===== src/rtl/imem_load_ctrl_pkg.sv =====
// Shared definitions for the instruction-RAM load/fetch controller.
// Holds the state encoding and the parameter defaults used by the interface and the controller.
package imem_load_ctrl_pkg;

  typedef enum logic {
    S_LOAD = 1'b0,
    S_RUN  = 1'b1
  } state_t;

  localparam int          AW_DEF         = 7;
  localparam logic [31:0] FAULT_WORD_DEF = 32'h0000_0000;

endpackage


===== src/rtl/imem_load_ctrl_if.sv =====
// Bundles the fetch, loader and RAM-side signals of the instruction-RAM controller.
// The slave modport is the controller's view; the master modport is the surrounding system.
interface imem_load_ctrl_if
  import imem_load_ctrl_pkg::*;
#(
  parameter int AW = AW_DEF
);
  logic          if_req;
  logic [31:0]   if_addr;
  logic          if_ready;
  logic          if_valid;
  logic [31:0]   if_rdata;
  logic          if_fault;

  logic          ld_start;
  logic [AW:0]   ld_len;
  logic          ld_valid;
  logic [31:0]   ld_data;
  logic          ld_ready;
  logic          ld_busy;
  logic          ld_done;

  logic          mem_en;
  logic          mem_we;
  logic [AW-1:0] mem_addr;
  logic [31:0]   mem_wdata;
  logic [31:0]   mem_rdata;

  modport slave (
    input  if_req, if_addr, ld_start, ld_len, ld_valid, ld_data, mem_rdata,
    output if_ready, if_valid, if_rdata, if_fault,
           ld_ready, ld_busy, ld_done,
           mem_en, mem_we, mem_addr, mem_wdata
  );

  modport master (
    output if_req, if_addr, ld_start, ld_len, ld_valid, ld_data, mem_rdata,
    input  if_ready, if_valid, if_rdata, if_fault,
           ld_ready, ld_busy, ld_done,
           mem_en, mem_we, mem_addr, mem_wdata
  );

endinterface


===== src/rtl/imem_load_ctrl.sv =====
// Shares a single-port instruction RAM between a streaming program loader and CPU fetch,
// holding the core in reset while an image is being loaded.
//
// state  | meaning
// S_LOAD | core held in reset, loader words written to RAM at ptr
// S_RUN  | core running, fetches read RAM (or fault) with 1-cycle latency
module imem_load_ctrl
  import imem_load_ctrl_pkg::*;
#(
  parameter int          AW         = AW_DEF,
  parameter bit          BOOT_LOAD  = 1'b1,
  parameter logic [31:0] FAULT_WORD = FAULT_WORD_DEF
) (
  input  logic            clk,
  input  logic            rst_n,
  output logic            cpu_rst_n,
  imem_load_ctrl_if.slave bus
);

  localparam logic [AW:0] LEN_MAX = {1'b1, {AW{1'b0}}};
  localparam logic [AW:0] LEN_ONE = {{AW{1'b0}}, 1'b1};
  localparam state_t      S_RST   = BOOT_LOAD ? S_LOAD : S_RUN;

  state_t      state_q, state_d;
  logic [AW:0] ptr_q, ptr_d;
  logic [AW:0] len_q, len_d;
  logic [AW:0] len_start;
  logic        done_q, done_d;
  logic        rvalid_q, rfault_q;
  logic        cpu_run_q;
  logic [31:0] rdata_hold_q;
  logic [31:0] rdata_now;
  logic        ld_acc, if_acc, in_range;
  logic        unused_addr_bits;

  assign unused_addr_bits = ^bus.if_addr[1:0];

  assign len_start = (bus.ld_len > LEN_MAX) ? LEN_MAX : bus.ld_len;
  assign in_range  = (bus.if_addr[31:AW+2] == '0);

  always_comb begin
    state_d       = state_q;
    ptr_d         = ptr_q;
    len_d         = len_q;
    done_d        = 1'b0;
    ld_acc        = 1'b0;
    if_acc        = 1'b0;
    bus.ld_ready  = 1'b0;
    bus.if_ready  = 1'b0;
    bus.mem_en    = 1'b0;
    bus.mem_we    = 1'b0;
    bus.mem_addr  = '0;
    bus.mem_wdata = '0;

    case (state_q)
      S_LOAD: begin
        // a restart discards any word offered in the same cycle
        bus.ld_ready = !bus.ld_start;
        ld_acc       = bus.ld_valid && !bus.ld_start;
        if (ld_acc) begin
          bus.mem_en    = 1'b1;
          bus.mem_we    = 1'b1;
          bus.mem_addr  = ptr_q[AW-1:0];
          bus.mem_wdata = bus.ld_data;
          ptr_d         = ptr_q + LEN_ONE;
          if (ptr_q == len_q - LEN_ONE) begin
            state_d = S_RUN;
            done_d  = 1'b1;
          end
        end
      end
      S_RUN: begin
        bus.if_ready = !bus.ld_start;
        if_acc       = bus.if_req && !bus.ld_start;
        if (if_acc && in_range) begin
          bus.mem_en   = 1'b1;
          bus.mem_addr = bus.if_addr[AW+1:2];
        end
      end
      default: ;
    endcase

    // an empty image completes immediately without touching the RAM
    if (bus.ld_start) begin
      ptr_d = '0;
      len_d = len_start;
      if (len_start == '0) begin
        state_d = S_RUN;
        done_d  = 1'b1;
      end else begin
        state_d = S_LOAD;
      end
    end
  end

  always_ff @(posedge clk or negedge rst_n) begin
    if (!rst_n) begin
      state_q      <= S_RST;
      ptr_q        <= '0;
      len_q        <= LEN_MAX;
      done_q       <= 1'b0;
      rvalid_q     <= 1'b0;
      rfault_q     <= 1'b0;
      cpu_run_q    <= 1'b0;
      rdata_hold_q <= '0;
    end else begin
      state_q   <= state_d;
      ptr_q     <= ptr_d;
      len_q     <= len_d;
      done_q    <= done_d;
      rvalid_q  <= if_acc;
      rfault_q  <= if_acc && !in_range;
      cpu_run_q <= (state_q == S_RUN);
      if (rvalid_q) begin
        rdata_hold_q <= rdata_now;
      end
    end
  end

  // RAM data is only meaningful in the cycle after a read; hold it otherwise
  assign rdata_now    = rfault_q ? FAULT_WORD : bus.mem_rdata;
  assign bus.if_rdata = rvalid_q ? rdata_now : rdata_hold_q;
  assign bus.if_valid = rvalid_q;
  assign bus.if_fault = rfault_q;
  assign bus.ld_busy  = (state_q == S_LOAD);
  assign bus.ld_done  = done_q;
  assign cpu_rst_n    = cpu_run_q;

endmodule


===== src/flat_wrapper.sv =====
// flat-port wrapper written by rule: the top's interface ports become plain ports
module imem_load_ctrl_flat import imem_load_ctrl_pkg::*;
#(
  parameter int          AW         = AW_DEF,
  parameter bit          BOOT_LOAD  = 1'b1,
  parameter logic [31:0] FAULT_WORD = FAULT_WORD_DEF
)
  (clk, rst_n, cpu_rst_n, bus_if_req, bus_if_addr, bus_ld_start, bus_ld_len, bus_ld_valid, bus_ld_data, bus_mem_rdata, bus_if_ready, bus_if_valid, bus_if_rdata, bus_if_fault, bus_ld_ready, bus_ld_busy, bus_ld_done, bus_mem_en, bus_mem_we, bus_mem_addr, bus_mem_wdata);
  imem_load_ctrl_if #(.AW(AW)) bus_i ();
  input  logic clk;
  input  logic rst_n;
  output logic cpu_rst_n;
  input wire logic [$bits(bus_i.if_req)-1:0] bus_if_req;
  input wire logic [$bits(bus_i.if_addr)-1:0] bus_if_addr;
  input wire logic [$bits(bus_i.ld_start)-1:0] bus_ld_start;
  input wire logic [$bits(bus_i.ld_len)-1:0] bus_ld_len;
  input wire logic [$bits(bus_i.ld_valid)-1:0] bus_ld_valid;
  input wire logic [$bits(bus_i.ld_data)-1:0] bus_ld_data;
  input wire logic [$bits(bus_i.mem_rdata)-1:0] bus_mem_rdata;
  output wire logic [$bits(bus_i.if_ready)-1:0] bus_if_ready;
  output wire logic [$bits(bus_i.if_valid)-1:0] bus_if_valid;
  output wire logic [$bits(bus_i.if_rdata)-1:0] bus_if_rdata;
  output wire logic [$bits(bus_i.if_fault)-1:0] bus_if_fault;
  output wire logic [$bits(bus_i.ld_ready)-1:0] bus_ld_ready;
  output wire logic [$bits(bus_i.ld_busy)-1:0] bus_ld_busy;
  output wire logic [$bits(bus_i.ld_done)-1:0] bus_ld_done;
  output wire logic [$bits(bus_i.mem_en)-1:0] bus_mem_en;
  output wire logic [$bits(bus_i.mem_we)-1:0] bus_mem_we;
  output wire logic [$bits(bus_i.mem_addr)-1:0] bus_mem_addr;
  output wire logic [$bits(bus_i.mem_wdata)-1:0] bus_mem_wdata;
  assign bus_i.if_req = bus_if_req;
  assign bus_i.if_addr = bus_if_addr;
  assign bus_i.ld_start = bus_ld_start;
  assign bus_i.ld_len = bus_ld_len;
  assign bus_i.ld_valid = bus_ld_valid;
  assign bus_i.ld_data = bus_ld_data;
  assign bus_i.mem_rdata = bus_mem_rdata;
  assign bus_if_ready = bus_i.if_ready;
  assign bus_if_valid = bus_i.if_valid;
  assign bus_if_rdata = bus_i.if_rdata;
  assign bus_if_fault = bus_i.if_fault;
  assign bus_ld_ready = bus_i.ld_ready;
  assign bus_ld_busy = bus_i.ld_busy;
  assign bus_ld_done = bus_i.ld_done;
  assign bus_mem_en = bus_i.mem_en;
  assign bus_mem_we = bus_i.mem_we;
  assign bus_mem_addr = bus_i.mem_addr;
  assign bus_mem_wdata = bus_i.mem_wdata;
  imem_load_ctrl #(.AW(AW), .BOOT_LOAD(BOOT_LOAD), .FAULT_WORD(FAULT_WORD)) u_core (.clk(clk), .rst_n(rst_n), .cpu_rst_n(cpu_rst_n), .bus(bus_i));
endmodule

===== config.mk =====
export PLATFORM = sky130hd
export DESIGN_NAME = imem_load_ctrl_flat
export DESIGN_NICKNAME = d
export VERILOG_FILES = /design/src/rtl/imem_load_ctrl_pkg.sv /design/src/rtl/imem_load_ctrl_if.sv /design/src/rtl/imem_load_ctrl.sv /design/src/flat_wrapper.sv
export SDC_FILE = /design/constraint.sdc
export NUM_CORES = 1
export LEC_CHECK = 0
export BUFFER_PORTS_ARGS = -buffer_cell sky130_fd_sc_hd__buf_2
export CORE_UTILIZATION = 45
export DETAILED_ROUTE_END_ITERATION = 10
export GPL_ROUTABILITY_DRIVEN = 0
export PLACE_DENSITY = 0.88
export SLEW_MARGIN = 20
export SYNTH_ARGS = -nofsm -noshare
export SYNTH_HDL_FRONTEND = slang
export SYNTH_SLANG_ARGS = --single-unit

===== constraint.sdc =====
create_clock -name clk -period 2.9 [get_ports clk]
set_input_delay 0 -clock clk [delete_from_list [all_inputs] [get_ports clk]]
set_output_delay 0 -clock clk [all_outputs]
set_load 0.05 [all_outputs]

Word level (Yosys, flattened, before mapping)
Index checks and enable logic that the tools add are counted.

Bits of input ports: 109. Register bits: 53.

Bitwise gates (word level): 1. Muxes and demuxes: 26. Reduce and logical (&&, ||, !) cells: 10. Eq/ne operators: 2. Magnitude comparators: 1. Add/sub/neg operators: 2.

Operator list (number): $mux W32 (4); $mux W8 (4); $logic_not A23 Y1 (1); $mux W1 (14); $mux W7 (2); $pmux W7 S2 (1); $add A8 B1 Y8 const B (1); $eq A8 B8 Y1 (1); $gt A8 B8 Y1 const B (1); $logic_not A8 Y1 (1); $sub A8 B1 Y8 const B (1); $logic_and A1 B1 Y1 (4); $logic_not A1 Y1 (2); $ne A2 B2 Y1 const B (1); $pmux W1 S2 (1); $reduce_and A2 Y1 (1); $reduce_bool A2 Y1 (1); $not A1 Y1 (1).

Logic depth before layout (Yosys ltp)
Depth in word-level cells: 7. Gate-level depth with buffers: 7. Depth with buffers taken out: 7.

Worst setup path after synthesis
No wires, ideal clock.

Kind: flip-flop to output port. Start: reg u_core.state_q. End: out bus_mem_addr[0]. Arrival: 2341 ps. Data required time: 2900 ps. Buffers on the path: 1. Slack: 559 ps. Stages on the path, launching flop included: 7. Cells stage by stage: dfrtp_1 inv_1 nor2_1 and2_1 and2_1 buf_2 a22o_1.

Longest elaborated chain between the ends: 2.

Ends and longest elaborated chain: from (decl) (RTL line imem_load_ctrl.sv:24) `state_t state_q, state_d;`; from (signal assigned) (RTL line imem_load_ctrl.sv:107) `state_q <= state_d;`; $not A1 Y1; via bus_ld_busy (RTL line flat_wrapper.sv:25) `output wire logic [$bits(bus_i.ld_busy)-1:0] bus_ld_busy;`; $pmux W7 S2 (RTL line imem_load_ctrl.sv:55) `case (state_q)`; to (decl) (RTL line flat_wrapper.sv:29) `output wire logic [$bits(bus_i.mem_addr)-1:0] bus_mem_addr;`.

The timed path passes the listed nets, and every way through them passes these cells.

Final worst setup path
Start: reg u_core.state_q. End: out bus_mem_wdata[31].

Longest elaborated chain between the ends: 1.

Ends and longest elaborated chain: $mux W32 (RTL line imem_load_ctrl.sv:55); to (decl) (RTL line flat_wrapper.sv:30) `output wire logic [$bits(bus_i.mem_wdata)-1:0] bus_mem_wdata;`.

No other way between the ends.

==> metrics.md <==
| Metric | Value |
|---|---|
| Number of global-route vias before repair | 2,925 |
| Post-synthesis instance area | 2800 µm² |
| Core area | 5960 µm² |
| Reg area | 1330 µm² |
| Clk sinks | 53 |
| Worst hold path class | in -> reg |
| Starting Density | 47.0% |
| Number of synthesized flops with an enable pin | 0 |
| Status | completed |
| Routed len/inst | 15.2 µm |
| Synth Area in Adders | 0.894% |
| Critical Path Start Type | flop |
| Most common cell after layout, fill and taps aside | buf_2 |
| Clock Latency Late Sink | 0.30 ns |
| Synth warn | 0 |
| Site Rows | 28 |
| CP Capture Type | output port |
| Post-synthesis sequential area ratio | 47.5% |
| Worst-Margin Slew | 0.545 ns |
| Clock Tree Root | clkbuf_8 |
| Fillers | 448 |
| Initial antenna violation count | 0 |
| IO Port Bufs | 186 |
| XOR/XNOR share of the synthesized area | 4.65% |
| Pleak | 2.27 nW |
| TritonRoute pass-1 iters | 4 |
| WL final | 9330 µm |
| Top-area cell type share of the netlist area | 46.5% |
| Final count of negative-setup-slack endpoints | 0 |
| Max incr delay on CP | 0.48 ns |
| Fin util | 72.1% |
| Max cap viols | 0 |
| Crit path from | u_core.state_q |
| Area Overhead vs Synth | 53.4% |
| Design area | 4290 µm² |
| Critical Path End | bus_mem_wdata[31] |
| Power density over cell area | 577 nW/µm² |
| Post-Place Cells | 564 |
| Period utilisation layout | 75.0% |
| Crit Path Max Fanout | 41 |
| Seq cells post-synth | 53 |
| WHS | 0.0252 ns |
| CTS tree | done |
| Leading area contributor after synthesis | dfrtp_1 |
| RR Startpoint | u_core.len_q[0] |
| Syn_nets | 427 |
| Slowest cell on crit path | dfrtp_1 |
| Compound-Gate Fraction of Synth Area | 12.5% |
| CP required | 2.90 ns |
| Peak supply drop | 0.000523 V |
| Worst Reg-to-Reg Cells | 6 |
| Predominant post-synthesis flop cell | dfrtp_1 |
| Die ar. | 6540 µm² |
| Syn_area_per_cell | 8.85 µm² |
| CP Buf/Inv Count | 2 |
| Die H | 80.9 µm |
| Critical path arrival | 2.17 ns |
| Multiplexer share of the synthesized area | 1.12% |
| Setup CP Type | reg -> out |
| Synthesized instance count | 316 |
| Fin. Hold Viols | 0 |
| Crit. path cell count | 5 |
| H-tree Lvls | 2 |
| Vias | 3,071 |
| Total track usage | 28.2% |
| Grt total ovfl | 0 |
| CTS Buf Count | 5 |
| Final layout net count | 648 |
| Placed cell areas | 3790 µm² |
| Final min period | 2.17 ns |
| Die width | 80.9 µm |
| Reg-to-reg endpoint | u_core.bus.ld_done |
| Share of cells above drive strength 1 | 38.5% |
| Slew Limit Fails | 0 |
| Ant. Diodes | 0 |
| Area share of and/or/nand/nor cells after synthesis | 25.6% |
| Via density | 5.01 |
| First-pass GRT wire length | 13,800 µm |
| Largest family of logic cells by synthesized area | simple AND/OR/NAND/NOR gates |
| Clk slew on worst S/H paths | 0.09 ns |
| Synth area leaders | dfrtp_1 (47%), and2_1 (7.8%), o21ai_0 (7.2%) |
| Maximum buffer depth of the clock tree | 2 |
| Post-route insts no fill | 613 |
| Slew margin rel. | 63.7% |
| Cell variety after synth | 42 |
| DRT iter0 DRCs | 137 |
| Worst path top cell family by delay | simple AND/OR/NAND/NOR gates |
| ANT nets after route | 0 |
| DP HPWL | 5950 µm |
| Area of the multi-input gates | 1250 µm² |
| DRC violation count after routing | 0 |
| IO Count | 189 |
| Crit-path cells | nor2b_1, and2b_1, buf_4, and2_1, buf_2 |
| Largest net degree at the start of global routing | 42 |
| RSZ-0062 raised after global routing | false |
| Post_cts resized | 0 |
| Maximum clock rate | 0.460 GHz |
| Post-synth ARST share | 100% |
| Most frequent cells in the layout | buf_2 (186), dfrtp_1 (52), dlygate4sd3_1 (41), inv_1 (40), o21ai_0 (40) |
| Setup Skew | 0.00662 ns |
| Worst reg-to-reg setup slack | 0.95 ns |
| Fin Setup TNS | 0 ns |
-- sequential cells by signal (all words and copies together), names as in the netlist --
register and cells:
u_core.bus.if_fault 1, u_core.bus.if_valid 1, u_core.bus.ld_done 1, u_core.cpu_rst_n 1
u_core.len_q 8, u_core.ptr_q 8, u_core.rdata_hold_q 32, u_core.state_q 1
-- layout make-up --
type / count / share of cell area (%)
inverter: 40 / 3.50
timing repair buffer: 231 / 32.0
clock inverter: 3 / 0.583
tap: 75 / 2.19
clock buffer: 5 / 1.60
sequential: 53 / 30.9
multi-input combinational: 206 / 29.2
-- metal layers --
| metal | part of all wire (%) | vias up | GRT usage, % |
|---|---|---|---|
| met5 | 0 | - | 0 |
| met4 | 1.8 | 0 | 7.86 |
| met3 | 8.2 | 20 | 7.64 |
| met2 | 49 | 148 | 49.2 |
| met1 | 41 | 1437 | 34.2 |
| li1 | - | 1466 | - |
-- how the worst min path moves through the flow --
stage / from / to / slack, ns / cells after the start
floorplan: rst_n / u_core.bus.if_fault / -0.30 / 0
CTS: bus_ld_len[7] / u_core.len_q[7] / 0.02 / 2
finish: bus_ld_len[7] / u_core.len_q[7] / 0.03 / 2
global placement: rst_n / u_core.rdata_hold_q[22] / -0.00009 / 1
detailed placement: rst_n / u_core.rdata_hold_q[28] / 0.005 / 1
global route: bus_ld_len[7] / u_core.len_q[7] / 0.04 / 2
-- worst register-to-register path: stages (launching register included) --
cell	delay, ns
dfrtp_1	0.44
inv_1	0.11
ha_1	0.30
or2b_1	0.27
o21ai_0	0.17
o2111ai_1	0.22
o41ai_2	0.35
-- logic make-up after synthesis --
| family | after synthesis |
|---|---|
| fa+ha+maj | 2 |
| flops | 53 |
| mux | 3 |
| buf+inv | 57 |
| simple gates | 129 |
| compound gates | 58 |
| xor+xnor | 14 |
-- synthesized netlist by cell type, types with 2 or more instances --
library cell	instances
and2_1	35
nand4_1	4
buf_2	3
a22o_1	7
nor3_1	2
inv_1	40
xor2_1	8
nor4_1	6
clkbuf_1	13
o21ai_1	2
mux2i_1	2
nand3_1	4
ha_1	2
o21ai_0	40
nand2_1	38
nand4b_1	2
nand3b_1	8
dfrtp_1	52
xnor2_1	5
nor2b_1	6
or2b_1	2
nor2_1	14
o22ai_1	2
-- repair_timing --
action	in CTS	in global routing
endpoints found under the hold margin	65	0
hold buffers	41	0
setup buffers	0	0
-- per-stage QoR --
stage | power, mW | setup WS [ns]
2_1_floorplan | 1.70 | 0.559
3_3_place_gp | 1.96 | 1.06
3_5_place_dp | 1.99 | 0.997
4_1_cts | 2.45 | 0.716
5_1_grt | 2.60 | 0.558
6_report | 2.48 | 0.726
-- where the power goes --
part / switching, mW / total (mW) / internal (mW)
clock: 0.242 / 0.417 / 0.174
combinational: 0.831 / 1.12 / 0.286
sequential: 0.0658 / 0.943 / 0.877
total: 1.14 / 2.48 / 1.34
(Power assumes the default switching activity.)
